`src/rtl/sr_pq_param.sv`:
```
// rtl/sr_pq_param.sv - sorted shift-register priority queue, parametrised width/depth/order
package pq_pkg;
    typedef enum logic {MIN_PQ = 1'b0, MAX_PQ = 1'b1} pq_type_t;
endpackage

module sr_pq_param #(
    parameter int               KEY_WIDTH = 32,
    parameter int               VAL_WIDTH = 32,
    parameter int               CAPACITY  = 8,
    parameter pq_pkg::pq_type_t PQ_TYPE   = pq_pkg::MIN_PQ,
    localparam int              CW        = $clog2(CAPACITY + 1),
    localparam int              W         = KEY_WIDTH + VAL_WIDTH
) (
    input  logic          clk,
    input  logic          rst_n,
    input  logic          enq,
    input  logic          deq,
    input  logic [W-1:0]  kvi,
    output logic [W-1:0]  kvo,
    output logic          kvo_v,
    output logic          empty,
    output logic          full,
    output logic [CW-1:0] count,
    output logic          err
);

    logic [CAPACITY-1:0] slot_v;
    logic [W-1:0]        slot_d [CAPACITY];
    logic [CW-1:0]       cnt;
    logic                err_r;

    logic                is_full, is_empty, do_deq, do_enq, err_nxt;
    logic [CAPACITY:0]   cmp;
    logic [CAPACITY-1:0] cmp_s, cmp_p;
    logic [CAPACITY-1:0] base_v, prev_v, nxt_v;
    logic [W-1:0]        base_d [CAPACITY];
    logic [W-1:0]        prev_d [CAPACITY];
    logic [W-1:0]        nxt_d  [CAPACITY];

    function automatic logic beats(input logic [KEY_WIDTH-1:0] a, input logic [KEY_WIDTH-1:0] b);
        if (PQ_TYPE == pq_pkg::MAX_PQ) return a > b;
        else                           return a < b;
    endfunction

    assign is_full  = (cnt == CW'(CAPACITY));
    assign is_empty = (cnt == '0);
    assign do_deq   = deq && !is_empty;
    assign do_enq   = enq && (!is_full || do_deq);
    assign err_nxt  = (enq && !deq && is_full) || (deq && is_empty);

    always_comb begin
        // cmp[i]: kvi belongs ahead of slot i (empty slots always lose)
        cmp = '0;
        for (int i = 0; i < CAPACITY; i++)
            cmp[i] = !slot_v[i] || beats(kvi[W-1 -: KEY_WIDTH], slot_d[i][W-1 -: KEY_WIDTH]);
        cmp[CAPACITY] = 1'b1;

        // base_*: contents after an optional dequeue shift-up
        for (int i = 0; i < CAPACITY; i++) begin
            cmp_s[i] = do_deq ? cmp[i+1] : cmp[i];
            if (do_deq && i < CAPACITY - 1) begin
                base_v[i] = slot_v[i+1];
                base_d[i] = slot_d[i+1];
            end else if (do_deq) begin
                base_v[i] = 1'b0;
                base_d[i] = '0;
            end else begin
                base_v[i] = slot_v[i];
                base_d[i] = slot_d[i];
            end
        end

        cmp_p     = {cmp_s[CAPACITY-2:0], 1'b0};
        prev_v    = '0;
        prev_d[0] = '0;
        for (int i = 1; i < CAPACITY; i++) begin
            prev_v[i] = base_v[i-1];
            prev_d[i] = base_d[i-1];
        end

        // insertion point is the first slot kvi beats; everything from there shifts down
        for (int i = 0; i < CAPACITY; i++) begin
            if (do_enq && cmp_s[i] && !cmp_p[i]) begin
                nxt_v[i] = 1'b1;
                nxt_d[i] = kvi;
            end else if (do_enq && cmp_s[i]) begin
                nxt_v[i] = prev_v[i];
                nxt_d[i] = prev_d[i];
            end else begin
                nxt_v[i] = base_v[i];
                nxt_d[i] = base_d[i];
            end
        end
    end

    always_ff @(posedge clk or negedge rst_n) begin
        if (!rst_n) begin
            slot_v <= '0;
            for (int i = 0; i < CAPACITY; i++) slot_d[i] <= '0;
            cnt    <= '0;
            err_r  <= 1'b0;
        end else begin
            slot_v <= nxt_v;
            for (int i = 0; i < CAPACITY; i++) slot_d[i] <= nxt_d[i];
            cnt    <= cnt + CW'(do_enq) - CW'(do_deq);
            err_r  <= err_nxt;
        end
    end

    assign kvo   = slot_v[0] ? slot_d[0] : '0;
    assign kvo_v = slot_v[0];
    assign empty = (cnt == '0);
    assign full  = (cnt == CW'(CAPACITY));
    assign count = cnt;
    assign err   = err_r;

endmodule

```
`config.mk`:
```
export PLATFORM = sky130hd
export DESIGN_NAME = sr_pq_param
export DESIGN_NICKNAME = d
export VERILOG_FILES = /design/src/rtl/sr_pq_param.sv
export SDC_FILE = /design/constraint.sdc
export NUM_CORES = 2
export LEC_CHECK = 0
export ABC_AREA = 1
export CORE_MARGIN = 3
export CORE_UTILIZATION = 60
export CTS_CLUSTER_DIAMETER = 60
export DETAILED_ROUTE_END_ITERATION = 16
export HOLD_SLACK_MARGIN = 0.02
export MAX_ROUTING_LAYER = met4
export PLACE_DENSITY = 0.9
export SLEW_MARGIN = 30
export SYNTH_ARGS = -nofsm -noshare
export SYNTH_HDL_FRONTEND = slang
export SYNTH_SLANG_ARGS = --single-unit
```
`constraint.sdc`:
```
create_clock -name clk -period 6.2 [get_ports clk]
set_clock_uncertainty 0.1 [all_clocks]
set_input_delay 1.24 -clock clk [delete_from_list [all_inputs] [get_ports clk]]
set_output_delay 1.24 -clock clk [all_outputs]
set_load 0.03 [all_outputs]
```
==> flow_summary.yaml <==
status:
  status: "finished, final reports clean"
cts:
  post_cts_buffers: 0
  cts_root_buffer: "clkbuf_16"
  clkTransAtPathRegs_ns: 0.06
  cts_buffers: 59
  cts_resized: 0
  holdBufCountCts: 0
  cts_sinks: 525
  max-clock-path-buffers: 3
  clock_insertion_delay_worst_skew_ns: 0.65
  cts_tree: "built"
  htreeDepth: 2
placement:
  placed_area_um2: 39400
  numPortBuffers: 139
  dp_hpwl_mm: 66.2
  globalplace.congestion: 0.921
critical_path:
  reg2reg_setup_slack_ns: 1.95
  worst-path-max-fanout: 47
  crit_path_end: "slot_d[63]$_DFFE_PN0P_"
  worst_setup_path_end_kind: "flip-flop"
  critical_path_class: "input pin to flip-flop"
  cp.arrival_ns: 5.27
  rr_worst_depth: 15
  required_ns: 6.62
  startpoint: "kvi[63]"
  r2r_end: "slot_d[13]$_DFFE_PN0P_"
  reg2reg_from: "count[2]$_DFF_PN0_"
  startpoint_type: "input pin"
sta:
  setup_violations: 0
  fin_crit_ns: 4.85
  rsz0062_at_grt: "false"
  fin_hold_ws_ns: 0.425
  worst_pin_slew_ns: 1.02
  relSlewSlack: 0.319
  fin_crit_sh: 0.782
  final-hold-violation-count: 0
  slew_viol_final: 0
  max_clock_freq_mhz: 206
  fin_tns_setup_ns: 0
synth:
  synthCells: 5827
  synth_area_um2: 38500
  synth_edf_count: 0
  synth_top_area_share: 0.341
  synth_area_leaders: "dfrtp_1 (34%), nand2_1 (17%), nand3_1 (15%), ha_1 (8.2%), inv_1 (6.3%)"
  synth_cell_types: 41
  synth_seq_area_share: 0.341
  synthFlopType: "dfrtp_1"
  synth_nets: 6149
  async_reset_ff_frac: 1.00
  synth_area_leader_cell: "dfrtp_1"
  ys_seq_elements: 525
  ys_warn_count: 0
  syn_area_per_cell_um2: 6.61
power:
  p_seq_frac: 0.292
  p_leak_uw: 0.0219
  switching_power_uw: 9590
  p_comb_frac: 0.533
  p_int_uw: 10800
  power.density_nw_per_um2: 494
  sw_frac_of_total: 0.469
  p_total_uw: 20400
  clkPwrFrac: 0.175
  ir_worst_vdd_v: 0.000396
drt:
  drt_drc_violations_left: 0
  vias: 38500
  avgViaCountPerCell: 5.87
  wl_per_cell_um: 17.2
  wl_mm: 112
  final_antenna_net_count: 0
  dr.pass1.iters: 7
  drt_iter0_drc: 4684
finish:
  drive_gt1_frac: 0.0504
  postLayoutCellArea_um2: 41400
  nets: 5976
  multi_input_area_um2: 20600
  n_fill_cell: 5320
  ff_latch_area_um2: 13100
  fin_util: 0.654
  area.growth.synth_to_final_pct: 7.44
floorplanning:
  pin_count: 140
  core_um2: 63300
  row_count: 92
  die_y_um: 259
  initial_core_util: 0.608
  die_w_um: 259
  dieArea_um2: 67300
grt:
  grt_overflow: 0
  antenna_found_initial: 5
  track_usage: 0.338
  first_global_vias: 37100
  grt_max_degree: 247
  grt_pass1_wl_mm: 184
min_path:
  holdCritPathClass: "flip-flop to flip-flop"
  hold_path_startpoint: "slot_d[1]$_DFFE_PN0P_"
job:
  drv_cap: 0
power groups by stage:
stage	clock network, uW	logic, uW	registers, uW
after floorplan	0	8100	5710
after global placement	0	10200	5900
after detailed placement	0	10500	5970
after CTS	3590	10700	5930
after global routing	3720	12300	6130
final	3570	10900	5980
cell usage in the layout, fill, tap and decap left out, drive strengths merged:
cell type,n
nand3,1175
xnor2,2
nor3,7
and3,3
dfrtp,525
o21ai,389
a21o,4
clkinv,11
nor2,399
clkbuf,86
nand4,13
o211ai,8
bufinv,3
inv,670
a31oi,4
buf,69
o21bai,2
nand2,1736
o22ai,1
diode,5
a21oi,114
nor3b,2
or2,68
o21a,5
clkinvlp,4
ha,253
clkdlybuf4s50,138
fa,1
nor4,6
layer usage:
layer | global-route usage | part of all wire | vias to the layer above
met1 | 0.419 | 0.39 | 17600
met2 | 0.531 | 0.45 | 2267
met5 | - | 0 | -
met3 | 0.0794 | 0.12 | 382
met4 | 0.143 | 0.040 | 0
li1 | - | - | 18300
Yosys cell counts, drive strengths merged, types with 7 or more instances:
| library cell | number |
|---|---|
| buf | 357 |
| nand3 | 1175 |
| inv | 669 |
| nand4 | 13 |
| nor3 | 7 |
| nor2 | 399 |
| clkbuf | 84 |
| o21ai | 389 |
| ha | 253 |
| a21oi | 114 |
| nand2 | 1736 |
| o211ai | 8 |
| or2 | 68 |
| dfrtp | 525 |
flip-flops by register name, summed over array words and instances, names as in the netlist:
signal and cells:
count 4, err 1, slot_v 8, slot_d 512
critical path: stages:
cell and delay (ns):
clkdlybuf4s50_1 0.75, buf_4 0.33, ha_1 0.30, nand2_1 0.07, nor2_1 0.16, nand4_1 0.24
a21oi_1 0.20, nor2_1 0.07, nand2_1 0.10, nand3_1 0.16, nand2_2 0.15, clkinv_2 0.70
buf_4 0.53, nand3_1 0.14, nand3_1 0.10
cell type report:
cell class	instances	area share
clock inverters	19	0.00496
well taps	846	0.0256
clock buffers	86	0.0420
repair buffers	207	0.0510
inverters	669	0.0610
diodes	5	0.000302
multi-input cells	4192	0.498
flip-flops and latches	525	0.318
worst min-delay path by stage:
| stage | to | cells after the start |
|---|---|---|
| after floorplan | slot_d[0]$_DFFE_PN0P_ | 2 |
| after global placement | slot_d[8]$_DFFE_PN0P_ | 2 |
| after detailed placement | slot_d[1]$_DFFE_PN0P_ | 2 |
| after CTS | slot_d[1]$_DFFE_PN0P_ | 2 |
| after global routing | slot_d[15]$_DFFE_PN0P_ | 2 |
| final | slot_d[1]$_DFFE_PN0P_ | 2 |
cell families after synthesis:
group	after synthesis	synth area share
AOI/OAI and AO/OA	527	0.0700
xor gates and xnor gates	2	0.000455
adders and majority gates	254	0.0827
buffers and inverters	1110	0.126
DFF	525	0.341
and+or+nand+nor	3409	0.380
stage by stage:
step,setup WS [ns],cells
2_1_floorplan,2.87,5827
3_3_place_gp,1.07,6437
3_5_place_dp,0.994,6438
4_1_cts,1.66,6543
5_1_grt,1.21,6549
6_report,1.35,6549
(Power assumes the default switching activity.)
